## src/rtl/axi2_rd_arbiter.sv

```systemverilog
// axi2_rd_arbiter: two-master round-robin AR arbiter with ID-tagged R routing onto one AXI2 slave read port
module axi2_rd_arbiter #(
   parameter int NUM_DATA_BITS_P   = 32,
   parameter int NUM_ADDR_BITS_P   = 32,
   parameter int NUM_ID_BITS_P     = 4,
   parameter int NUM_BURST_BITS_P  = 4,
   parameter int MAX_OUTSTANDING_P = 4
) (
   input  logic                        aclk,
   input  logic                        aresetn,
   input  logic [NUM_ID_BITS_P-1:0]    s0_arid,
   input  logic [NUM_ADDR_BITS_P-1:0]  s0_araddr,
   input  logic [NUM_BURST_BITS_P-1:0] s0_arlen,
   input  logic [2:0]                  s0_arsize,
   input  logic [1:0]                  s0_arburst,
   input  logic [1:0]                  s0_arlock,
   input  logic [3:0]                  s0_arcache,
   input  logic [2:0]                  s0_arprot,
   input  logic                        s0_arvalid,
   output logic                        s0_arready,
   output logic [NUM_ID_BITS_P-1:0]    s0_rid,
   output logic [NUM_DATA_BITS_P-1:0]  s0_rdata,
   output logic [1:0]                  s0_rresp,
   output logic                        s0_rlast,
   output logic                        s0_rvalid,
   input  logic                        s0_rready,
   input  logic [NUM_ID_BITS_P-1:0]    s1_arid,
   input  logic [NUM_ADDR_BITS_P-1:0]  s1_araddr,
   input  logic [NUM_BURST_BITS_P-1:0] s1_arlen,
   input  logic [2:0]                  s1_arsize,
   input  logic [1:0]                  s1_arburst,
   input  logic [1:0]                  s1_arlock,
   input  logic [3:0]                  s1_arcache,
   input  logic [2:0]                  s1_arprot,
   input  logic                        s1_arvalid,
   output logic                        s1_arready,
   output logic [NUM_ID_BITS_P-1:0]    s1_rid,
   output logic [NUM_DATA_BITS_P-1:0]  s1_rdata,
   output logic [1:0]                  s1_rresp,
   output logic                        s1_rlast,
   output logic                        s1_rvalid,
   input  logic                        s1_rready,
   output logic [NUM_ID_BITS_P:0]      m_arid,
   output logic [NUM_ADDR_BITS_P-1:0]  m_araddr,
   output logic [NUM_BURST_BITS_P-1:0] m_arlen,
   output logic [2:0]                  m_arsize,
   output logic [1:0]                  m_arburst,
   output logic [1:0]                  m_arlock,
   output logic [3:0]                  m_arcache,
   output logic [2:0]                  m_arprot,
   output logic                        m_arvalid,
   input  logic                        m_arready,
   input  logic [NUM_ID_BITS_P:0]      m_rid,
   input  logic [NUM_DATA_BITS_P-1:0]  m_rdata,
   input  logic [1:0]                  m_rresp,
   input  logic                        m_rlast,
   input  logic                        m_rvalid,
   output logic                        m_rready
);
   localparam int CW = $clog2(MAX_OUTSTANDING_P + 1);
   localparam logic [CW-1:0] MAX_C = CW'(MAX_OUTSTANDING_P);
   typedef enum logic {IDLE, BUSY} state_t;
   state_t state, state_nxt;
   logic gnt, gnt_nxt, rr, rr_nxt, busy, elig0, elig1, ar_hs, sel, r_done;
   logic [CW-1:0] cnt0, cnt1;

   function automatic logic [CW-1:0] cnt_upd(input logic [CW-1:0] c, input logic inc, input logic dec);
      return (inc && !dec) ? c + CW'(1) : (dec && !inc) ? c - CW'(1) : c;
   endfunction

   assign busy  = state == BUSY;
   assign elig0 = s0_arvalid && cnt0 < MAX_C;
   assign elig1 = s1_arvalid && cnt1 < MAX_C;

   assign m_arvalid  = busy && (gnt ? s1_arvalid : s0_arvalid);
   assign m_arid     = {gnt, gnt ? s1_arid : s0_arid};
   assign m_araddr   = gnt ? s1_araddr  : s0_araddr;
   assign m_arlen    = gnt ? s1_arlen   : s0_arlen;
   assign m_arsize   = gnt ? s1_arsize  : s0_arsize;
   assign m_arburst  = gnt ? s1_arburst : s0_arburst;
   assign m_arlock   = gnt ? s1_arlock  : s0_arlock;
   assign m_arcache  = gnt ? s1_arcache : s0_arcache;
   assign m_arprot   = gnt ? s1_arprot  : s0_arprot;
   assign s0_arready = busy && !gnt && m_arready;
   assign s1_arready = busy && gnt && m_arready;
   assign ar_hs      = m_arvalid && m_arready;

   assign sel       = m_rid[NUM_ID_BITS_P];
   assign s0_rvalid = m_rvalid && !sel;
   assign s1_rvalid = m_rvalid && sel;
   assign s0_rid    = m_rid[NUM_ID_BITS_P-1:0];
   assign s1_rid    = m_rid[NUM_ID_BITS_P-1:0];
   assign s0_rdata  = m_rdata;
   assign s1_rdata  = m_rdata;
   assign s0_rresp  = m_rresp;
   assign s1_rresp  = m_rresp;
   assign s0_rlast  = m_rlast;
   assign s1_rlast  = m_rlast;
   assign m_rready  = sel ? s1_rready : s0_rready;
   assign r_done    = m_rvalid && m_rready && m_rlast;

   always_comb begin
      state_nxt = state;
      gnt_nxt   = gnt;
      rr_nxt    = rr;
      if (!busy && (elig0 || elig1)) begin
         state_nxt = BUSY;
         gnt_nxt   = (elig0 && elig1) ? rr : elig1;
      end else if (ar_hs) begin
         state_nxt = IDLE;
         rr_nxt    = !gnt;
      end
   end

   // an rlast arriving on a zero counter is a slave error and is ignored
   always_ff @(posedge aclk or negedge aresetn) begin
      if (!aresetn) begin
         state <= IDLE;
         gnt   <= 1'b0;
         rr    <= 1'b0;
         cnt0  <= '0;
         cnt1  <= '0;
      end else begin
         state <= state_nxt;
         gnt   <= gnt_nxt;
         rr    <= rr_nxt;
         cnt0  <= cnt_upd(cnt0, ar_hs && !gnt, r_done && !sel && cnt0 != '0);
         cnt1  <= cnt_upd(cnt1, ar_hs && gnt, r_done && sel && cnt1 != '0);
      end
   end
endmodule

```

## config.mk

```make
export PLATFORM = sky130hd
export DESIGN_NAME = axi2_rd_arbiter
export DESIGN_NICKNAME = d
export VERILOG_FILES = /design/src/rtl/axi2_rd_arbiter.sv
export SDC_FILE = /design/constraint.sdc
export NUM_CORES = 1
export LEC_CHECK = 0
export CORE_AREA = 10 10 106 108
export DETAILED_ROUTE_END_ITERATION = 10
export DIE_AREA = 0 0 116 118
export GPL_ROUTABILITY_DRIVEN = 0
export PLACE_DENSITY = 0.74
export SLEW_MARGIN = 20
export SYNTH_ARGS = -nofsm -noshare
export SYNTH_HDL_FRONTEND = slang
export SYNTH_SLANG_ARGS = --single-unit
export TNS_END_PERCENT = 30
```

## constraint.sdc

```tcl
create_clock -name aclk -period 3.9 [get_ports aclk]
set_clock_uncertainty 0.15 [all_clocks]
set_input_delay 0.78 -clock aclk [delete_from_list [all_inputs] [get_ports aclk]]
set_output_delay 0.78 -clock aclk [all_outputs]
set_load 0.02 [all_outputs]
```

==> impl_results.md, run 1 <==
- Critical path startpoint: m_rid[4]
- FF+latch count, synth: 9
- Cell Pwr Density: 518 nW/µm²
- Final WS setup: 0.728 ns
- CTS tree: built
- Routed Antenna Nets: 0
- Area delta synth->final: 76.6%
- Die width: 116 µm
- DP HPWL: 6.79 mm
- Fmax: 0.315 GHz
- Register area: 226 µm²
- Drt drc: 0
- GR Util met2: 18.2%
- RSZ-0062 raised after global routing: false
- H-tree depth: 1
- NumNets Final: 450
- Core Box Area: 9110 µm²
- # setup viols final: 0
- Vias: 1,613
- Routed length per placed instance: 18.7 µm
- DP Area: 3120 µm²
- Root buf cell: clkbuf_8
- Library cells used by synthesis: 27
- Peak supply drop: 321 µV
- Lkg Pwr: 1.18 nW
- Ratio of final minimum period to clock period: 81.3%
- Gr ovfl total: 0
- WS Path Type: input pin to primary output
- Post-layout util: 34.8%
- Fin area: 3170 µm²
- Final wirelength: 7.48 mm
- First drt pass iteration count: 2
- TNS Setup: 0 ns
- Vias per cell: 4.03
- Fraction of layout instances using a drive strength above 1: 22.5%
- Largest net degree at the start of global routing: 47
- Tot GR Track Use: 9.88%
- Full die area: 13,700 µm²
- Layout fillers: 895
- Ys Warns: 0
- Pins Over Slew Limit: 0
- Iter 0 DRT Violations: 26
- Hold-fix buffers, CTS: 0
- CTS sink cnt: 9
- Cells after synthesis: 190
- Syn nets: 350
- Initial core utilization: 19.7%
- Post-synth ARST share: 100%
- Post-CTS setup buffer count: 0
- Min-delay src: cnt1[2]
- Chip height: 118 µm
- Sequential-to-total area share from yosys stat: 12.6%
- Gr busiest metal: met2
- First-pass GRT wire length: 10.8 mm
- GR Util met1: 8.64%
- Critical path required time: 2.97 ns
- Hold WC Path Type: flop to flop
- Crit path time final: 3.17 ns
- Hold slack: 0.351 ns
- M3 GR Usage: 6.07%
- Number of synthesized flops with an enable pin: 0
- Port Buffers: 180
- Max-cap violations: 0
- Number of global-route vias before repair: 1,832
- Max FO, Critical Path: 5
- Status: completed
- Post-cts resize count: 0
- Crit path DAT: 2.24 ns
- Startpoint types: input pin
- Total CTS buffers: 3
- Reg clk slew, reported paths: 0.05 ns
- Setup crit end kind: primary output
- Area of the multi-input gates: 923 µm²
- Most used flip-flop cell after synthesis: dfrtp_1
- Worst R2R Start: gnt
- Final Hold Fails: 0
- Io pins: 295
- Cell Area, Synth: 1790 µm²
- Bufs on Longest Clock Path: 2
- Avg Cell Area, Syn: 9.44 µm²
- Setup Slack @ Placement: 0.721 ns
- Worst-skew pair later-pin latency: 0.23 ns
- Initial antenna violation count: 0
- Rows: 35
- # diodes: 0
- Max-slew headroom: 72.6%
- Worst-Margin Slew: 0.409 ns
==> synth_stat cells (2+ instances only) <==
master,count,area (µm²)
ha_1,2,25.0
dfrtp_1,9,225
xor2_1,4,35.0
fa_1,2,40.0
inv_1,3,11.3
buf_2,6,30.0
nor2b_1,3,18.8
nand2_1,2,7.51
and2_1,2,12.5
buf_4,79,593
nor2_1,5,18.8
xnor2_1,2,17.5
mux2_2,57,642
==> per-layer routing <==
layer,vias to the layer above,part of all wire (%)
li1,761,-
met1,712,31
met2,117,52
met3,23,15
met4,0,1.8
met5,-,0
==> power by group <==
group          total, mW  switching, mW  internal (mW)  leakage [nW]
logic               1.31          0.574          0.737          1.06
clock network      0.107         0.0377         0.0697        0.0255
registers          0.222         0.0791          0.143         0.102
total               1.64          0.691          0.950          1.18
==> per-stage QoR <==
step           std cells  total power [mW]
3_5_place_dp         396              1.56
2_1_floorplan        190              1.08
5_1_grt              400              1.75
6_report             400              1.64
3_3_place_gp         396              1.53
4_1_cts              400              1.67
==> layout make-up <==
class	instances	share of cell area, %
clock buffer	3	1.30
tap	111	4.38
sequential	9	7.15
clock inverter	1	0.158
timing repair buffer	181	57.5
inverter	3	0.355
multi-input combinational	92	29.1
==> cells by family after synthesis <==
family,after synthesis,share of synthesized area [%]
XOR/XNOR,6,2.93
adder cells (fa/ha/maj),4,3.63
AND/OR/NAND/NOR,19,5.79
AO/OA/AOI/OAI,5,2.09
multiplexers,58,37.0
buffers and inverters,89,36.0
flip-flops,9,12.6
==> sequential cells by signal, indices dropped and copies added (netlist names) <==
register / count
rr: 1
busy: 1
gnt: 1
cnt0: 3
cnt1: 3
==> critical path: stages <==
cell	delay [ns]
clkdlybuf4s50_1	0.55
mux2_2	0.37
clkdlybuf4s50_1	0.55
==> placed cells by master (no fill, tap or decap), types with 2 or more instances in the layout <==
cell,count
clkdlybuf4s50_1,180
mux2_2,57
dfrtp_1,8
nor2_1,5
xor2_1,4
inv_1,3
nor2b_1,3
clkbuf_8,3
nand2_1,2
and2_1,2
xnor2_1,2
fa_1,2
ha_1,2
==> worst paths after layout <==
kind                             to  slack [ns]  cells after the start
max                        m_rready        0.73                      3
min                         cnt1[2]        0.35                      1
max reg2reg                 cnt1[2]        1.23                      9
min reg2reg                 cnt1[2]        0.35                      1
max in group asynchronous       gnt        2.59                      1
min in group asynchronous      busy        0.69                      1
No activity file was read; power rests on OpenSTA's default activity.
==> run 2: changes to the inputs <==
CORE_AREA = 10 10 107 109   (was 10 10 106 108)
DIE_AREA = 0 0 117 119   (was 0 0 116 118)
PLACE_DENSITY = 0.73   (was 0.74)
clock period = 3.2 ns   (was 3.9 ns; I/O delays follow)
==> impl_results.md, run 2 (same netlist as run 1, synthesis figures left out) <==
- Setup crit end kind: primary output
- First drt pass iteration count: 4 (+2)
- # diodes: 0 (unchanged)
- Max FO, Critical Path: 5 (unchanged)
- DP HPWL: 6.77 mm (-0.31%)
- Pins Over Slew Limit: 0 (unchanged)
- NumNets Final: 451 (+0.22%)
- Bufs on Longest Clock Path: 2 (unchanged)
- Fmax: 0.349 GHz
- Worst-Margin Slew: 0.398 ns (-0.0118 ns)
- Lkg Pwr: 1.19 nW (+0.40%)
- Crit path time final: 2.87 ns
- TNS Setup: 0 ns (unchanged)
- Initial antenna violation count: 0 (unchanged)
- Full die area: 13,900 µm² (+1.7%)
- Post-CTS setup buffer count: 0 (unchanged)
- CTS tree: built
- First-pass GRT wire length: 10.6 mm (-1.3%)
- Final wirelength: 7.48 mm (about the same)
- Post-layout util: 33.6% (-1.2 points)
- Peak supply drop: 384 µV (+20%)
- H-tree depth: 1 (unchanged)
- Iter 0 DRT Violations: 38 (+46%)
- Startpoint types: input pin
- Hold-fix buffers, CTS: 0 (unchanged)
- Area delta synth->final: 77.2%
- Vias per cell: 4.08 (+1.2%)
- Status: completed
- Critical path required time: 2.41 ns (-0.56 ns)
- Gr ovfl total: 0 (unchanged)
- Hold depth: 1 (unchanged)
- Tot GR Track Use: 9.62% (-0.27 points)
- Vias: 1,648 (+2.2%)
- Biggest regs: cnt0: 3 flops, cnt1: 3 flops
- Number of global-route vias before repair: 1,868 (+2.0%)
- Hold WC Path Type: flop to flop
- Total CTS buffers: 3 (unchanged)
- Max-cap violations: 0 (unchanged)
- WS Path Type: input pin to primary output
- Max-slew headroom: 73.4% (+0.79 points)
- Final Hold Fails: 0 (unchanged)
- Crit path DAT: 2.08 ns (-0.16 ns)
- # setup viols final: 0 (unchanged)
- Reg clk slew, reported paths: 0.04 ns (about the same)
- Chip height: 119 µm (+0.85%)
- Core Box Area: 9460 µm² (+3.8%)
- Port Buffers: 180 (unchanged)
- Routed length per placed instance: 18.5 µm (-0.96%)
- Io pins: 295 (unchanged)
- Initial core utilization: 19.0% (-0.73 points)
- RSZ-0062 raised after global routing: false
- Fraction of layout instances using a drive strength above 1: 22.8% (+0.27 points)
- Routed Antenna Nets: 0 (unchanged)
- Root buf cell: clkbuf_8
- Worst-skew pair later-pin latency: 0.23 ns (about the same)
- Largest net degree at the start of global routing: 46 (-2.1%)
- Most frequent cells in the layout: clkdlybuf4s50_1, mux2_2, dfrtp_1
- Rows: 36 (+2.9%)
- Ratio of final minimum period to clock period: 89.6%
- R2r worst-path depth: 9 (unchanged)
- Die width: 117 µm (+0.86%)
- Drt drc: 0 (unchanged)
- CTS sink cnt: 9 (unchanged)
- Commonest non-fill, non-tap cell in the layout: clkdlybuf4s50_1
- Cell Pwr Density: 634 nW/µm² (+22%)
- Post-cts resize count: 0 (unchanged)
[run 2: cell count changes in the layout (fill, tap and decap cells not counted)]
cell / change
buf_4: +1
[run 2: path summary, 6_finish.rpt]
check | startpoint | endpoint | slack, ns
worst min register to register | cnt1[2] | cnt1[2] | 0.35
worst max register to register | gnt | cnt0[2] | 0.83
min in group asynchronous | aresetn | busy | 0.55
worst max-delay path | m_rid[4] | m_rready | 0.33
worst min-delay path | cnt1[2] | cnt1[2] | 0.35
max in group asynchronous | aresetn | gnt | 2.05
[run 2: cell type report]
type	count	area (µm²)
Fill cell	996	6280
Timing Repair Buffer	182	1830
Multi-Input combinational cell	92	923
Sequential cell	9	226
Tap cell	114	143
Clock buffer	3	41.3
Inverter	3	11.3
Clock inverter	1	5.00
[run 2: power by group]
part / switching (mW) / internal, mW / leakage (nW)
registers: 0.0609 / 0.175 / 0.102
clock network: 0.0457 / 0.0849 / 0.0255
logic: 0.743 / 0.907 / 1.06
[run 2: critical path, stage by stage]
cell and delay [ns]:
clkdlybuf4s50_1 0.53, mux2_2 0.36, clkdlybuf4s50_1 0.54
[run 2: layer usage]
| metal | routed length (µm) | vias up | track usage, % |
|---|---|---|---|
| met1 | 2520 | 737 | 9.15 |
| met3 | 1050 | 24 | 4.92 |
| li1 | - | 763 | - |
| met2 | 3740 | 124 | 17.3 |
| met4 | 166 | 0 | 3.25 |
| met5 | 0 | - | 0 |
[run 2: through the flow]
step | cell area (µm²) | hold slack, ns | power, mW | std cells | setup slack (ns)
after floorplan | 1790 | 0.194 | 1.32 | 190 | 0.909
after global placement | 3130 | 0.343 | 1.89 | 400 | 0.333
after detailed placement | 3130 | 0.341 | 1.92 | 400 | 0.314
after CTS | 3180 | 0.347 | 2.06 | 404 | 0.319
after global routing | 3180 | 0.388 | 2.15 | 404 | 0.300
final | 3180 | 0.346 | 2.02 | 404 | 0.331
